**config.mk**
```make
export PLATFORM = sky130hd
export DESIGN_NAME = serv_decode_fifo
export DESIGN_NICKNAME = d
export VERILOG_FILES = /design/src/rtl/serv_decode_fifo.sv
export SDC_FILE = /design/constraint.sdc
export NUM_CORES = 1
export LEC_CHECK = 0
export ABC_AREA = 1
export BUFFER_PORTS_ARGS = -buffer_cell sky130_fd_sc_hd__buf_2
export CAP_MARGIN = 40
export CORE_UTILIZATION = 30
export CTS_CLUSTER_SIZE = 14
export DETAILED_ROUTE_END_ITERATION = 16
export GPL_TIMING_DRIVEN = 0
export HOLD_SLACK_MARGIN = 0.15
export PLACE_DENSITY = 0.61
export SETUP_SLACK_MARGIN = 0.4
export SLEW_MARGIN = 5
export SYNTH_ARGS = -nofsm -noshare
export SYNTH_HDL_FRONTEND = slang
export SYNTH_SLANG_ARGS = --single-unit
```
**constraint.sdc**
```tcl
create_clock -name clk -period 1.46 [get_ports clk]
set_input_delay 0.219 -clock clk [delete_from_list [all_inputs] [get_ports clk]]
set_output_delay 0.219 -clock clk [all_outputs]
set_load 0.02 [all_outputs]
```
**src/rtl/serv_decode_fifo.sv**
```systemverilog
// serv_decode_fifo: instruction FIFO that predecodes class flags at write time.
module serv_decode_fifo #(
  parameter int DEPTH = 2,
  parameter bit MDU   = 1'b0
) (
  input  logic                         clk,
  input  logic                         i_rst_n,
  input  logic                         i_flush,
  input  logic [29:0]                  i_wb_rdt,
  input  logic                         i_wb_en,
  input  logic                         i_next,
  output logic                         o_full,
  output logic                         o_valid,
  output logic [$clog2(DEPTH+1)-1:0]   o_count,
  output logic [4:0]                   o_opcode,
  output logic [2:0]                   o_funct3,
  output logic                         o_imm30,
  output logic [3:0]                   o_csr_bits,
  output logic                         o_mem_op,
  output logic                         o_branch_op,
  output logic                         o_rd_op,
  output logic                         o_mdu_op,
  output logic                         o_illegal
);
  localparam int AW = DEPTH > 1 ? $clog2(DEPTH) : 1;
  localparam int CW = $clog2(DEPTH+1);
  typedef struct packed {
    logic [4:0] opcode;
    logic [2:0] funct3;
    logic       imm30;
    logic [3:0] csr_bits;
    logic       mem_op;
    logic       branch_op;
    logic       rd_op;
    logic       mdu_op;
    logic       illegal;
  } entry_t;
  entry_t          mem_q [DEPTH];
  entry_t          wr_entry;
  entry_t          head;
  logic [AW-1:0]   rd_ptr_q, rd_ptr_d, wr_ptr_q, wr_ptr_d;
  logic [CW-1:0]   count_q, count_d;
  logic [4:0]      op;
  logic            legal_op, push, pop;
  logic            unused;
  assign unused = &{1'b0, i_wb_rdt[22:21], i_wb_rdt[17:13], i_wb_rdt[9:5]};
  // i_wb_rdt[k] holds instruction bit k+2
  always_comb begin
    op                 = i_wb_rdt[4:0];
    legal_op           = op inside {5'b00000, 5'b00011, 5'b00100, 5'b00101, 5'b01000, 5'b01100,
                                    5'b01101, 5'b11000, 5'b11001, 5'b11011, 5'b11100};
    wr_entry.opcode    = op;
    wr_entry.funct3    = i_wb_rdt[12:10];
    wr_entry.imm30     = i_wb_rdt[28];
    wr_entry.csr_bits  = {i_wb_rdt[24], i_wb_rdt[20:18]};
    wr_entry.mem_op    = (op == 5'b00000) || (op == 5'b01000);
    wr_entry.branch_op = op[4] & ~op[2];
    wr_entry.rd_op     = op inside {5'b00000, 5'b00100, 5'b00101, 5'b01100,
                                    5'b01101, 5'b11001, 5'b11011, 5'b11100};
    wr_entry.mdu_op    = MDU && (op == 5'b01100) && (i_wb_rdt[29:23] == 7'b0000001);
    wr_entry.illegal   = !legal_op || (!MDU && (op == 5'b01100) && i_wb_rdt[23]);
  end
  assign o_full  = count_q == CW'(DEPTH);
  assign o_valid = count_q != '0;
  assign pop     = i_next & o_valid;
  assign push    = i_wb_en & (~o_full | pop);
  always_comb begin
    rd_ptr_d = i_flush ? '0 : pop  ? ((DEPTH == 1) ? '0 : rd_ptr_q + AW'(1)) : rd_ptr_q;
    wr_ptr_d = i_flush ? '0 : push ? ((DEPTH == 1) ? '0 : wr_ptr_q + AW'(1)) : wr_ptr_q;
    count_d  = i_flush ? '0 : count_q + CW'(push) - CW'(pop);
  end
  always_ff @(posedge clk or negedge i_rst_n) begin
    if (!i_rst_n) begin
      rd_ptr_q <= '0;
      wr_ptr_q <= '0;
      count_q  <= '0;
    end else begin
      rd_ptr_q <= rd_ptr_d;
      wr_ptr_q <= wr_ptr_d;
      count_q  <= count_d;
    end
  end
  always_ff @(posedge clk or negedge i_rst_n) begin
    if (!i_rst_n) begin
      for (int i = 0; i < DEPTH; i++) mem_q[i] <= '0;
    end else if (push && !i_flush) begin
      mem_q[wr_ptr_q] <= wr_entry;
    end
  end
  assign head        = mem_q[rd_ptr_q];
  assign o_count     = count_q;
  assign o_opcode    = head.opcode;
  assign o_funct3    = head.funct3;
  assign o_imm30     = head.imm30;
  assign o_csr_bits  = head.csr_bits;
  assign o_mem_op    = head.mem_op;
  assign o_branch_op = head.branch_op;
  assign o_rd_op     = head.rd_op;
  assign o_mdu_op    = head.mdu_op;
  assign o_illegal   = head.illegal;
endmodule

```
---- After elaboration in Yosys (flattened, before gate mapping) ----
Cells that the tools add are included.
word-level totals
  word-level logic and storage cells ...... 71
  bits of input ports ..................... 35
  register bits ........................... 40
operators by class
  bitwise logic cells ..................... 8
  $lt $le $gt $ge ......................... 3
  add/sub/neg operators ................... 4
  multiplexer cells ....................... 11
  equality and inequality tests ........... 11
  reduce and logical (&&, ||, !) cells .... 13
operators with widths
  operator               number
  $mux W18               4
  $bwmux W36             1
  $eq A5 B5 Y1 const B   4
  $demux W18 S1          1
  $eq A5 B4 Y1 const B   3
  $reduce_bool A11 Y1    1
  $eq A5 B3 Y1 const B   2
  $reduce_bool A8 Y1     1
  $reduce_bool A2 Y1     3
  $eq A5 B2 Y1 const B   1
  $logic_not A5 Y1       1
  $ge A2 B2 Y1 const B   2
  $mux W1                4
  $not A1 Y2             2
  $and A1 B1 Y1          3
  $logic_and A1 B1 Y1    3
  $add A1 B1 Y1 const B  2
  $add A2 B1 Y2          1
  $eq A2 B2 Y1 const B   1
  $logic_not A1 Y1       2
  $logic_or A1 B1 Y1     2
  $lt A2 B1 Y1 const B   1
  $mux W2                1
  $not A1 Y1             2
  2 further kinds        2

---- Depth between registers and ports, before layout ----
Gate-level depths: netlist (run 1).
  word-level depth ........................ 7
  gate-level depth with buffers ........... 9

---- Worst setup path after synthesis (run 1) ----
OpenSTA, ideal clock, no wires.
  kind .................................... register to register
  start ................................... register count_q[1] (netlist: o_count[1])
  end ..................................... register count_q[1] (netlist: o_count[1])
  cell stages (with the launch flop) ...... 9
  path slack .............................. -0.305 ns
  data required time ...................... 1.342 ns
  buffers on the path ..................... 0
  period minus slack after synthesis ...... 1.765 ns
  data arrival time ....................... 1.647 ns
  setup time .............................. 0.118 ns
  cells stage by stage .................... dfrtp_1 -> or2_2 -> nand2_1 -> inv_1 -> ha_1 -> inv_1 -> ha_1 -> xor2_1 -> nor2_1
between the ends
  longest elaborated chain between the ends .. 7
  elaborated cells on any way between the ends .. 9
  those cells by class .................... 2 x add/sub; 1 x eq/ne; 1 x mux; 4 x bitwise; 1 x reduce/logical
RTL lines
  element                 line  RTL
  from (decl)             42    logic [CW-1:0] count_q, count_d;
  from (signal assigned)  80    count_q <= count_d;
  $reduce_bool A2 Y1 *    64    assign o_valid = count_q != '0;
  via o_valid             13    output logic o_valid,
  $and A1 B1 Y1 *         65    assign pop = i_next & o_valid;
  $or A1 B1 Y1            66    assign push = i_wb_en & (~o_full | pop);
  $and A1 B1 Y1           66
  $add A2 B1 Y2           70    count_d = i_flush ? '0 : count_q + CW'(push) - CW'(pop);
  $sub A2 B1 Y2 *         70
  $mux W2 *               70
  via count_d[1]          42
The timed path passes the listed nets; every way through them passes the cells marked *.
A chain may end at the register's enable or synchronous reset.

---- Worst setup path in the final report (run 1) ----
  start ................................... register count_q[1] (netlist: o_count[1])
  end ..................................... register count_q[1] (netlist: o_count[1])
between the ends
  longest elaborated chain between the ends .. 7
  elaborated cells on any way between the ends .. 9
  those cells by class .................... 2 x add/sub; 1 x eq/ne; 1 x mux; 4 x bitwise; 1 x reduce/logical
RTL lines
  element                                                    line
  $reduce_bool A2 Y1 / $eq A2 B2 Y1 (equally long branches)  64, 63
  $and A1 B1 Y1 / $not A1 Y1 (equally long branches)         65, 66
  $or A1 B1 Y1                                               66
  $and A1 B1 Y1                                              66
  $add A2 B1 Y2                                              70
  $sub A2 B1 Y2 *                                            70
  $mux W2 *                                                  70
  via count_d[1]                                             42
Marks and branches as above.

==> impl_metrics.yaml, run 1 <==
floorplanning:
  die_w_um: 83.4
  ios: 57
  row_count: 29
  initial_core_util: 0.312
  die_h_um: 83.4
  core-area_mm2: 0.00639
  die-area_mm2: 0.00696
setup_path:
  path_max_fanout: 3
  crit_required_ps: 1650
  crit_type: "reg -> reg"
  path_cells: "or2_4 > nand2_4 > inv_4 > ha_4 > inv_2 > ha_4 > xor2_1 > nor2_1"
  end_kind: "flip-flop"
  arrival_ps: 1670
  start_kind: "flip-flop"
  crit_path_top_delay_cell: "dfrtp_2"
  max_stage_delay_ps: 420
  cpMostUsedCell: "ha_4"
drt:
  drcViolationCount: 0
  drt-wirelength-per-cell_um: 13.1
  firstDrtPassIters: 4
  routed_wl_mm: 5.09
  drt_iter0_markers: 49
  via_per_inst: 4.46
  via_count: 1733
  drtAntennaViolNets: 0
sta:
  drv_slew: 0
  rsz0062_at_grt: "yes"
  min_period_ps: 1490
  setup_ws_ps: -28.6
  whs_ps: 176
  setup_viol: 4
  skew_ps: 5.04
  max_freq_mhz: 672
  finalHoldViolations: 0
  post-route-period-util: 1.02
place:
  place.detailed.hpwl_mm: 3.07
  place.gp.congestion: 0.757
  place_area_mm2: 0.00240
  io_buffers: 39
  dpl_worst_slack_ps: -106
job:
  maxCapViolations: 0
final_layout:
  diodes: 0
  syn2layout_area_growth_pct: 63.1
  fillers: 579
  nNetsFinal: 348
  drive_above_1_share: 0.606
  final_cell_area_mm2: 0.00324
  seqCellArea_um2: 953
  multiInputGateArea_mm2: 0.00110
pwr:
  ir_drop_mv: 0.814
  power_switching_uw: 1970
  power_leakage_uw: 0.00162
  internal_power_uw: 3280
  p_clk_frac: 0.168
  p_seq_frac: 0.321
  combPwrFrac: 0.512
  power_density_mw_per_mm2: 1620
  sw_frac_of_total: 0.375
clock_network:
  insertion_delay_ps: 300
  root_buffer: "clkbuf_8"
  clkSlewWorstSetupHoldPaths_ps: 70
  tritoncts: "done"
  numCtsBuffers: 5
  cts.sinks: 38
  cts_buffer_depth: 2
  htree_levels: 2
hold_path:
  hp-class: "in -> reg"
yosys:
  syn_inst: 238
  synth_seq_cells: 38
  avgSynthCellArea_um2: 8.36
  ys_types: 23
  yosysWarnings: 0
  seq_area_frac_synth: 0.478
  syn_nets: 275
  netlist_area_mm2: 0.00199
grt:
  track_usage: 0.163
  antenna_found_initial: 0
  grt_pass1_vias: 1730
  grt-ovfl-total: 0
  grt_pass1_wl_mm: 8.72
  grt_max_degree: 22
status:
  violations: "negative setup slack"
  status: "finished, violations left"
-- area by class of cell --
cell class / count / share of cell area
plain buffers: 10 / 0.0428
well taps: 77 / 0.0297
inverters: 29 / 0.0366
repair buffers: 66 / 0.224
flip-flops and latches: 38 / 0.294
clock buffers: 5 / 0.0212
clock inverters: 3 / 0.0123
multi-input cells: 161 / 0.339
-- cells by family after synthesis --
kind of cell             synth area share
XOR/XNOR                          0.00881
AND/OR/NAND/NOR                     0.275
buffers and inverters              0.0981
AO/OA/AOI/OAI                       0.126
flip-flops                          0.478
adder cells (fa/ha/maj)            0.0126
other                             0.00188
-- final timing paths --
kind,from,end,slack [ps],depth (start not counted)
worst min register to register,mem_q[0]$_DFFE_PN0P_,mem_q[0]$_DFFE_PN0P_,480,2
max in group asynchronous,i_rst_n,mem_q[13]$_DFFE_PN0P_,600,3
min in group asynchronous,i_rst_n,mem_q[20]$_DFFE_PN0P_,410,2
worst max-delay path,o_count[1]$_DFF_PN0_,o_count[1]$_DFF_PN0_,-30,8
worst min-delay path,i_flush,o_count[0]$_DFF_PN0_,180,2
worst max register to register,o_count[1]$_DFF_PN0_,o_count[1]$_DFF_PN0_,-30,8
-- worst max-delay path: cells and delay by family, from the launching register on --
family	cells	cell delay (ps)
flip-flops	1	420
AND/OR/NAND/NOR	3	380
adder cells (fa/ha/maj)	2	380
XOR/XNOR	1	120
buffers and inverters	2	70
-- stage by stage --
stage          std cells  power (uW)  setup TNS (ps)  utilization
6_report             389        5250           -68.8        0.508
5_1_grt              389        5570           -1160        0.508
4_1_cts              386        5080           -68.9        0.489
3_5_place_dp         355        3390           -1280        0.375
3_3_place_gp         354        3350           -1010        0.371
2_1_floorplan        238        2900            -411            -
-- per-layer routing --
metal  GRT usage  vias to the layer above  wire length (um)
met2       0.275                       32              2610
met5           0                        -                 0
met4      0.0570                        0                69
met1       0.203                      816              2160
li1            -                      879                 -
met3      0.0417                        6               249
-- power groups by stage --
stage	Clock (uW)	Combinational [uW]	Sequential (uW)
2_1_floorplan	0	1270	1640
3_3_place_gp	0	1720	1630
3_5_place_dp	0	1750	1640
4_1_cts	898	2520	1660
5_1_grt	945	2900	1730
6_report	882	2690	1680
-- synth_stat cells --
library cell / count / area share
inv_1: 26 / 0.049
nand4_1: 2 / 0.0063
nor3_4: 1 / 0.0082
xor2_1: 1 / 0.0044
conb_1: 1 / 0.0019
nand3_1: 8 / 0.020
buf_4: 1 / 0.0038
nor2_4: 2 / 0.011
clkbuf_1: 3 / 0.0057
xnor2_1: 1 / 0.0044
o21ai_0: 4 / 0.010
dfrtp_1: 38 / 0.48
nand2_1: 92 / 0.17
buf_6: 6 / 0.034
nor3_1: 1 / 0.0025
o21ai_1: 4 / 0.010
nand2_4: 2 / 0.011
or2_2: 1 / 0.0031
o21ai_2: 24 / 0.11
nand2_2: 8 / 0.025
ha_1: 2 / 0.013
nor2_1: 7 / 0.013
inv_2: 3 / 0.0057
-- layout by cell type (no fill, tap or decap), drive strengths merged --
| cell | instances |
|---|---|
| nand2 | 102 |
| buf | 74 |
| dfrtp | 38 |
| o21ai | 32 |
| inv | 29 |
| nor2 | 9 |
| nand3 | 8 |
| clkbuf | 6 |
| nand4 | 2 |
| ha | 2 |
| clkinv | 2 |
| nor3 | 2 |
| or2 | 1 |
| xnor2 | 1 |
| xor2 | 1 |
| conb | 1 |
| bufinv | 1 |
| dlygate4sd3 | 1 |
-- repair_timing --
item,CTS,global route
setup endpoints to repair,59,59
pin swaps,21,8
endpoints found under the hold margin,17,0
hold buffers,1,0
setup buffers,15,3
gates cloned,7,0
resized for setup,98,32
-- registers in the layout (all words and copies together), names as in the netlist --
| signal | cells |
|---|---|
| mem_q | 34 |
| wr_ptr_q | 1 |
| o_count | 2 |
| rd_ptr_q | 1 |
(Power assumes the default switching activity.)
==> inputs of run 2 (changes only) <==
Settings changed: SETUP_SLACK_MARGIN 0.4 to 0.5.
Clock period 1.46 ns to 1.2 ns, I/O delays scaled along.
==> run 2 against run 1 <==
Compared with the run above:
- the run ends with negative hold slack, negative setup slack left
- worst hold slack lost 350 ps
- routed wire length grew 6.2%
- clock skew grew 3.0 ps
- cell area grew 8.4%
- total power grew 34%
- cell count grew 0.51%
- global-route usage is essentially flat
- die area is the same
- worst setup slack lost 290 ps
- sequential share of layout area shrank 2.2 points
- fmax shrank 2.3%
- critical endpoint unchanged
==> impl_metrics.yaml, run 2 (synthesized netlist as in run 1, its figures left out) <==
drt:
  drt_iter0_markers: 70
  met1_length_mm: 2.42
  dr_wl_met3_um: 158
  via_count: 1784
  drt-wirelength-per-cell_um: 13.8
  drtAntennaViolNets: 0
  firstDrtPassIters: 4
  wl_met2_mm: 2.76
  routed_wl_mm: 5.41
  via_per_inst: 4.56
  route.top_layer_used: "met4"
  drcViolationCount: 0
setup_path:
  crit_type: "reg -> reg"
  crit_required_ps: 1430
  start_kind: "flip-flop"
  end_kind: "flip-flop"
  arrival_ps: 1750
  path_max_fanout: 3
pwr:
  internal_power_uw: 4290
  total_power_uw: 7030
  power_leakage_uw: 0.00177
  p_seq_frac: 0.314
  sw_frac_of_total: 0.390
  power_switching_uw: 2740
  combPwrFrac: 0.539
  p_clk_frac: 0.147
  ir_drop_mv: 0.888
  power_density_mw_per_mm2: 2000
floorplanning:
  core-area_mm2: 0.00639
  ios: 57
  initial_core_util: 0.312
  die_h_um: 83.4
  die_w_um: 83.4
  row_count: 29
  die-area_mm2: 0.00696
sta:
  finalHoldViolations: 16
  setup_viol: 57
  max_freq_mhz: 657
  post-route-period-util: 1.27
  min_period_ps: 1520
  setup_ws_ps: -323
  skew_ps: 8.04
  whs_ps: -179
  rsz0062_at_grt: "yes"
  drv_slew: 0
final_layout:
  regMostFlops: "mem_q"
  largest_register_ffs: 34
  fillers: 528
  diodes: 0
  drive_above_1_share: 0.646
  mostFrequentLayoutCells: "nand2_4 (49), dfrtp_1 (35), nand2_1 (30)"
  nNetsFinal: 350
  syn2layout_area_growth_pct: 76.7
  layout_commonest_cell: "nand2_4"
place:
  io_buffers: 39
  place.detailed.hpwl_mm: 3.15
  dpl_worst_slack_ps: -360
  place.gp.congestion: 0.729
clock_network:
  cts.sinks: 38
  tritoncts: "done"
  clkSlewWorstSetupHoldPaths_ps: 80
  numCtsBuffers: 5
  htree_levels: 2
  insertion_delay_ps: 290
  root_buffer: "clkbuf_8"
  cts_buffer_depth: 2
grt:
  antenna_found_initial: 0
  grt_pass1_wl_mm: 8.87
  grt_max_degree: 23
  grt_pass1_vias: 1811
  grt-ovfl-total: 0
  track_usage: 0.163
job:
  maxCapViolations: 0
status:
  status: "finished, violations left"
  violations: "negative hold slack, negative setup slack"
hold_path:
  hp-class: "in -> async"
==> run 2: changes by cell type in the layout (fill, tap and decap cells not counted), moves of 3 or more <==
cell	delta
clkbuf_8	+3
nand2_1	-12
nand2_2	-23
clkbuf_16	+3
buf_4	+4
nand2_4	+35
==> run 2: final cells by class <==
cell class                 instances  area, um2  share of cell area
multi-input combinational        161       1310               0.372
sequential                        38        955               0.272
timing repair buffer              68        752               0.214
buffer                            10        171              0.0488
inverter                          29        124              0.0352
clock buffer                       8        110              0.0313
tap                               77       96.3              0.0274
==> run 2: what timing repair did <==
item | in CTS | in global routing
gates resized for setup | 108 | 12
endpoints found under the hold margin | 19 | 18
endpoints found under the setup margin | 59 | 59
cloned | 8 | 0
buffers inserted | 13 | 7
pin swaps | 27 | 3
==> run 2: worst max-delay path: stages (launching register included) <==
cell	delay (ps)
dfrtp_2	430
or2_4	270
nand2_4	70
inv_4	40
ha_4	250
inv_2	40
ha_4	140
xor2_1	130
nor2_1	80
==> run 2: worst paths after layout <==
check,slack (ps),end,depth (start not counted),start
worst max register to register,-320,o_count[1]$_DFF_PN0_,8,o_count[1]$_DFF_PN0_
worst min-delay path,-180,mem_q[17]$_DFFE_PN0P_,1,i_rst_n
max in group asynchronous,910,mem_q[18]$_DFFE_PN0P_,2,i_rst_n
min in group clk,130,o_count[0]$_DFF_PN0_,2,i_flush
worst min register to register,490,mem_q[9]$_DFFE_PN0P_,2,mem_q[9]$_DFFE_PN0P_
worst max-delay path,-320,o_count[1]$_DFF_PN0_,8,o_count[1]$_DFF_PN0_
==> run 2: through the flow <==
step	hold slack (ps)	TNS (ps)	utilization	instance area, um2	std cells
global placement	340	-8450	0.410	2620	354
detailed placement	144	-8790	0.415	2650	355
finish	-179	-11690	0.551	3520	391
global route	-162	-16050	0.551	3520	391
floorplan	-116	-6960	-	2330	238
CTS	-168	-11970	0.536	3420	384
==> run 2: power by group through the flow <==
stage	Combinational, uW	Sequential [uW]	Clock [uW]
6_report	3790	2210	1030
3_5_place_dp	2570	2100	0
3_3_place_gp	2530	2080	0
4_1_cts	3560	2190	1050
2_1_floorplan	1980	2080	0
5_1_grt	4050	2260	1110
==> run 2: metal layers <==
layer  vias to the layer above  global-route usage
met5                         -                   0
met4                         0              0.0462
met3                         5              0.0368
met2                        27               0.270
met1                       859               0.213
li1                        893                   -
==> inputs of run 3 (changes only) <==
Settings changed: SETUP_SLACK_MARGIN 0.5 to unset.
==> run 3 against run 2 <==
Compared with the run above:
- the run ends with negative setup slack left
- non-clock buffer count is 2 lower
- cell area down 3.6%
- via count grew 0.62%
- critical path depth unchanged
- cell count shrank 0.51%
- die area did not move
- worst hold slack improved by 350 ps
- critical path type unchanged
- critical endpoint is now o_count[0]$_DFF_PN0_
- largest power group unchanged
==> impl_metrics.yaml, run 3 (synthesized netlist as in run 1, its figures left out) <==
status:
  status: "finished, violations left"
  violations: "negative setup slack"
sta:
  drv_slew: 0
  max_freq_mhz: 646
  setup_viol: 57
  finalHoldViolations: 0
  skew_ps: 14.6
  min_period_ps: 1550
  rsz0062_at_grt: "yes"
  post-route-period-util: 1.29
  setup_ws_ps: -349
setup_path:
  cp_top_family: "adder cells"
  path_max_fanout: 4
  crit_type: "reg -> reg"
  cp.buffers_inverters: 3
  path_cells: "or2_4 > nand2_4 > inv_4 > ha_4 > inv_2 > ha_4 > inv_2 > nor2_1"
  start_kind: "flip-flop"
  max_stage_delay_ps: 460
  crit_required_ps: 1430
  end_kind: "flip-flop"
  worst-r2r-setup-slack_ps: -350
  arrival_ps: 1780
  crit_path_top_delay_cell: "dfrtp_2"
place:
  place.detailed.hpwl_mm: 3.09
  place_area_mm2: 0.00236
  io_buffers: 39
  dpl_worst_slack_ps: -370
  dp.cells: 355
  place.gp.congestion: 0.780
floorplanning:
  die_w_um: 83.4
  core-area_mm2: 0.00639
  initial_core_util: 0.312
  ios: 57
  die_h_um: 83.4
  row_count: 29
  die-area_mm2: 0.00696
drt:
  drt_iter0_markers: 74
  firstDrtPassIters: 4
  dr_wl_met3_um: 180
  wl_met2_mm: 2.95
  via_count: 1795
  via_per_inst: 4.61
  drcViolationCount: 0
  drtAntennaViolNets: 0
  routed_wl_mm: 5.62
  met1_length_mm: 2.42
  route.top_layer_used: "met4"
  drt-wirelength-per-cell_um: 14.4
final_layout:
  fillers: 554
  syn2layout_area_growth_pct: 70.4
  diodes: 0
  stdcell_count: 389
  post-route-util: 0.531
  layout_commonest_cell: "nand2_4"
  nNetsFinal: 348
  largest_register_ffs: 34
  drive_above_1_share: 0.619
  mostFrequentLayoutCells: "nand2_4 (40), nand2_1 (37), dfrtp_1 (35)"
  regMostFlops: "mem_q"
  final_cell_area_mm2: 0.00339
clock_network:
  cts.sinks: 38
  insertion_delay_ps: 300
  cts_buffer_depth: 2
  clkSlewWorstSetupHoldPaths_ps: 90
  numCtsBuffers: 5
  tritoncts: "done"
  htree_levels: 2
  root_buffer: "clkbuf_8"
pwr:
  ir_drop_mv: 0.864
  total_power_uw: 6650
  power_density_mw_per_mm2: 1960
  power_leakage_uw: 0.00178
grt:
  grt_pass1_wl_mm: 8.85
  track_usage: 0.164
  grt_pass1_vias: 1795
  antenna_found_initial: 0
  grt_max_degree: 22
  grt-ovfl-total: 0
hold_path:
  hp-class: "in -> reg"
job:
  maxCapViolations: 0
run 3: area by class of cell:
| cell class | instances | area [um2] | area share |
|---|---|---|---|
| inverters | 29 | 124 | 0.0365 |
| clock inverters | 2 | 12.5 | 0.00369 |
| flip-flops and latches | 38 | 955 | 0.282 |
| well taps | 77 | 96.3 | 0.0284 |
| plain buffers | 9 | 158 | 0.0465 |
| clock buffers | 6 | 82.6 | 0.0244 |
| multi-input cells | 161 | 1250 | 0.370 |
| repair buffers | 67 | 708 | 0.209 |
run 3: where the power goes:
part | total [uW] | leakage (uW) | switching, uW | internal, uW
Sequential | 2210 | 0.000477 | 499 | 1710
Combinational | 3490 | 0.00126 | 1700 | 1790
Clock | 942 | 0.0000472 | 480 | 462
run 3: routing by layer:
layer  up-vias  global-route usage
met5         -                   0
met4         0              0.0570
met3         8              0.0318
met2        37               0.280
met1       870               0.206
li1        880                   -
run 3: worst paths after layout:
check,startpoint,to,cells after the start
max,o_count[0]$_DFF_PN0_,o_count[0]$_DFF_PN0_,8
min,i_wb_rdt[28],mem_q[27]$_DFFE_PN0P_,3
max reg2reg,o_count[0]$_DFF_PN0_,o_count[0]$_DFF_PN0_,8
min reg2reg,mem_q[2]$_DFFE_PN0P_,mem_q[2]$_DFFE_PN0P_,2
max in group asynchronous,i_rst_n,mem_q[30]$_DFFE_PN0P_,3
min in group asynchronous,i_rst_n,mem_q[20]$_DFFE_PN0P_,2
run 3: timing repair:
item | CTS | global route
hold buffers | 2 | 1
gates cloned | 9 | 0
endpoints found under the setup margin | 56 | 58
endpoints found under the hold margin | 21 | 3
pin swaps | 27 | 7
gates resized for setup | 133 | 53
setup buffers | 13 | 7
run 3: metrics by stage:
stage | hold WS (ps) | setup TNS, ps
after floorplan | -116 | -6830
after global placement | 338 | -10970
after detailed placement | 154 | -11650
after CTS | 125 | -10430
after global routing | 174 | -15790
final | 168 | -13240
run 3: tightest hold or removal path, delay by kind of cell:
| kind | cells | cell delay (ps) |
|---|---|---|
| buffers and inverters | 2 | 140 |
| AO/OA/AOI/OAI | 1 | 120 |
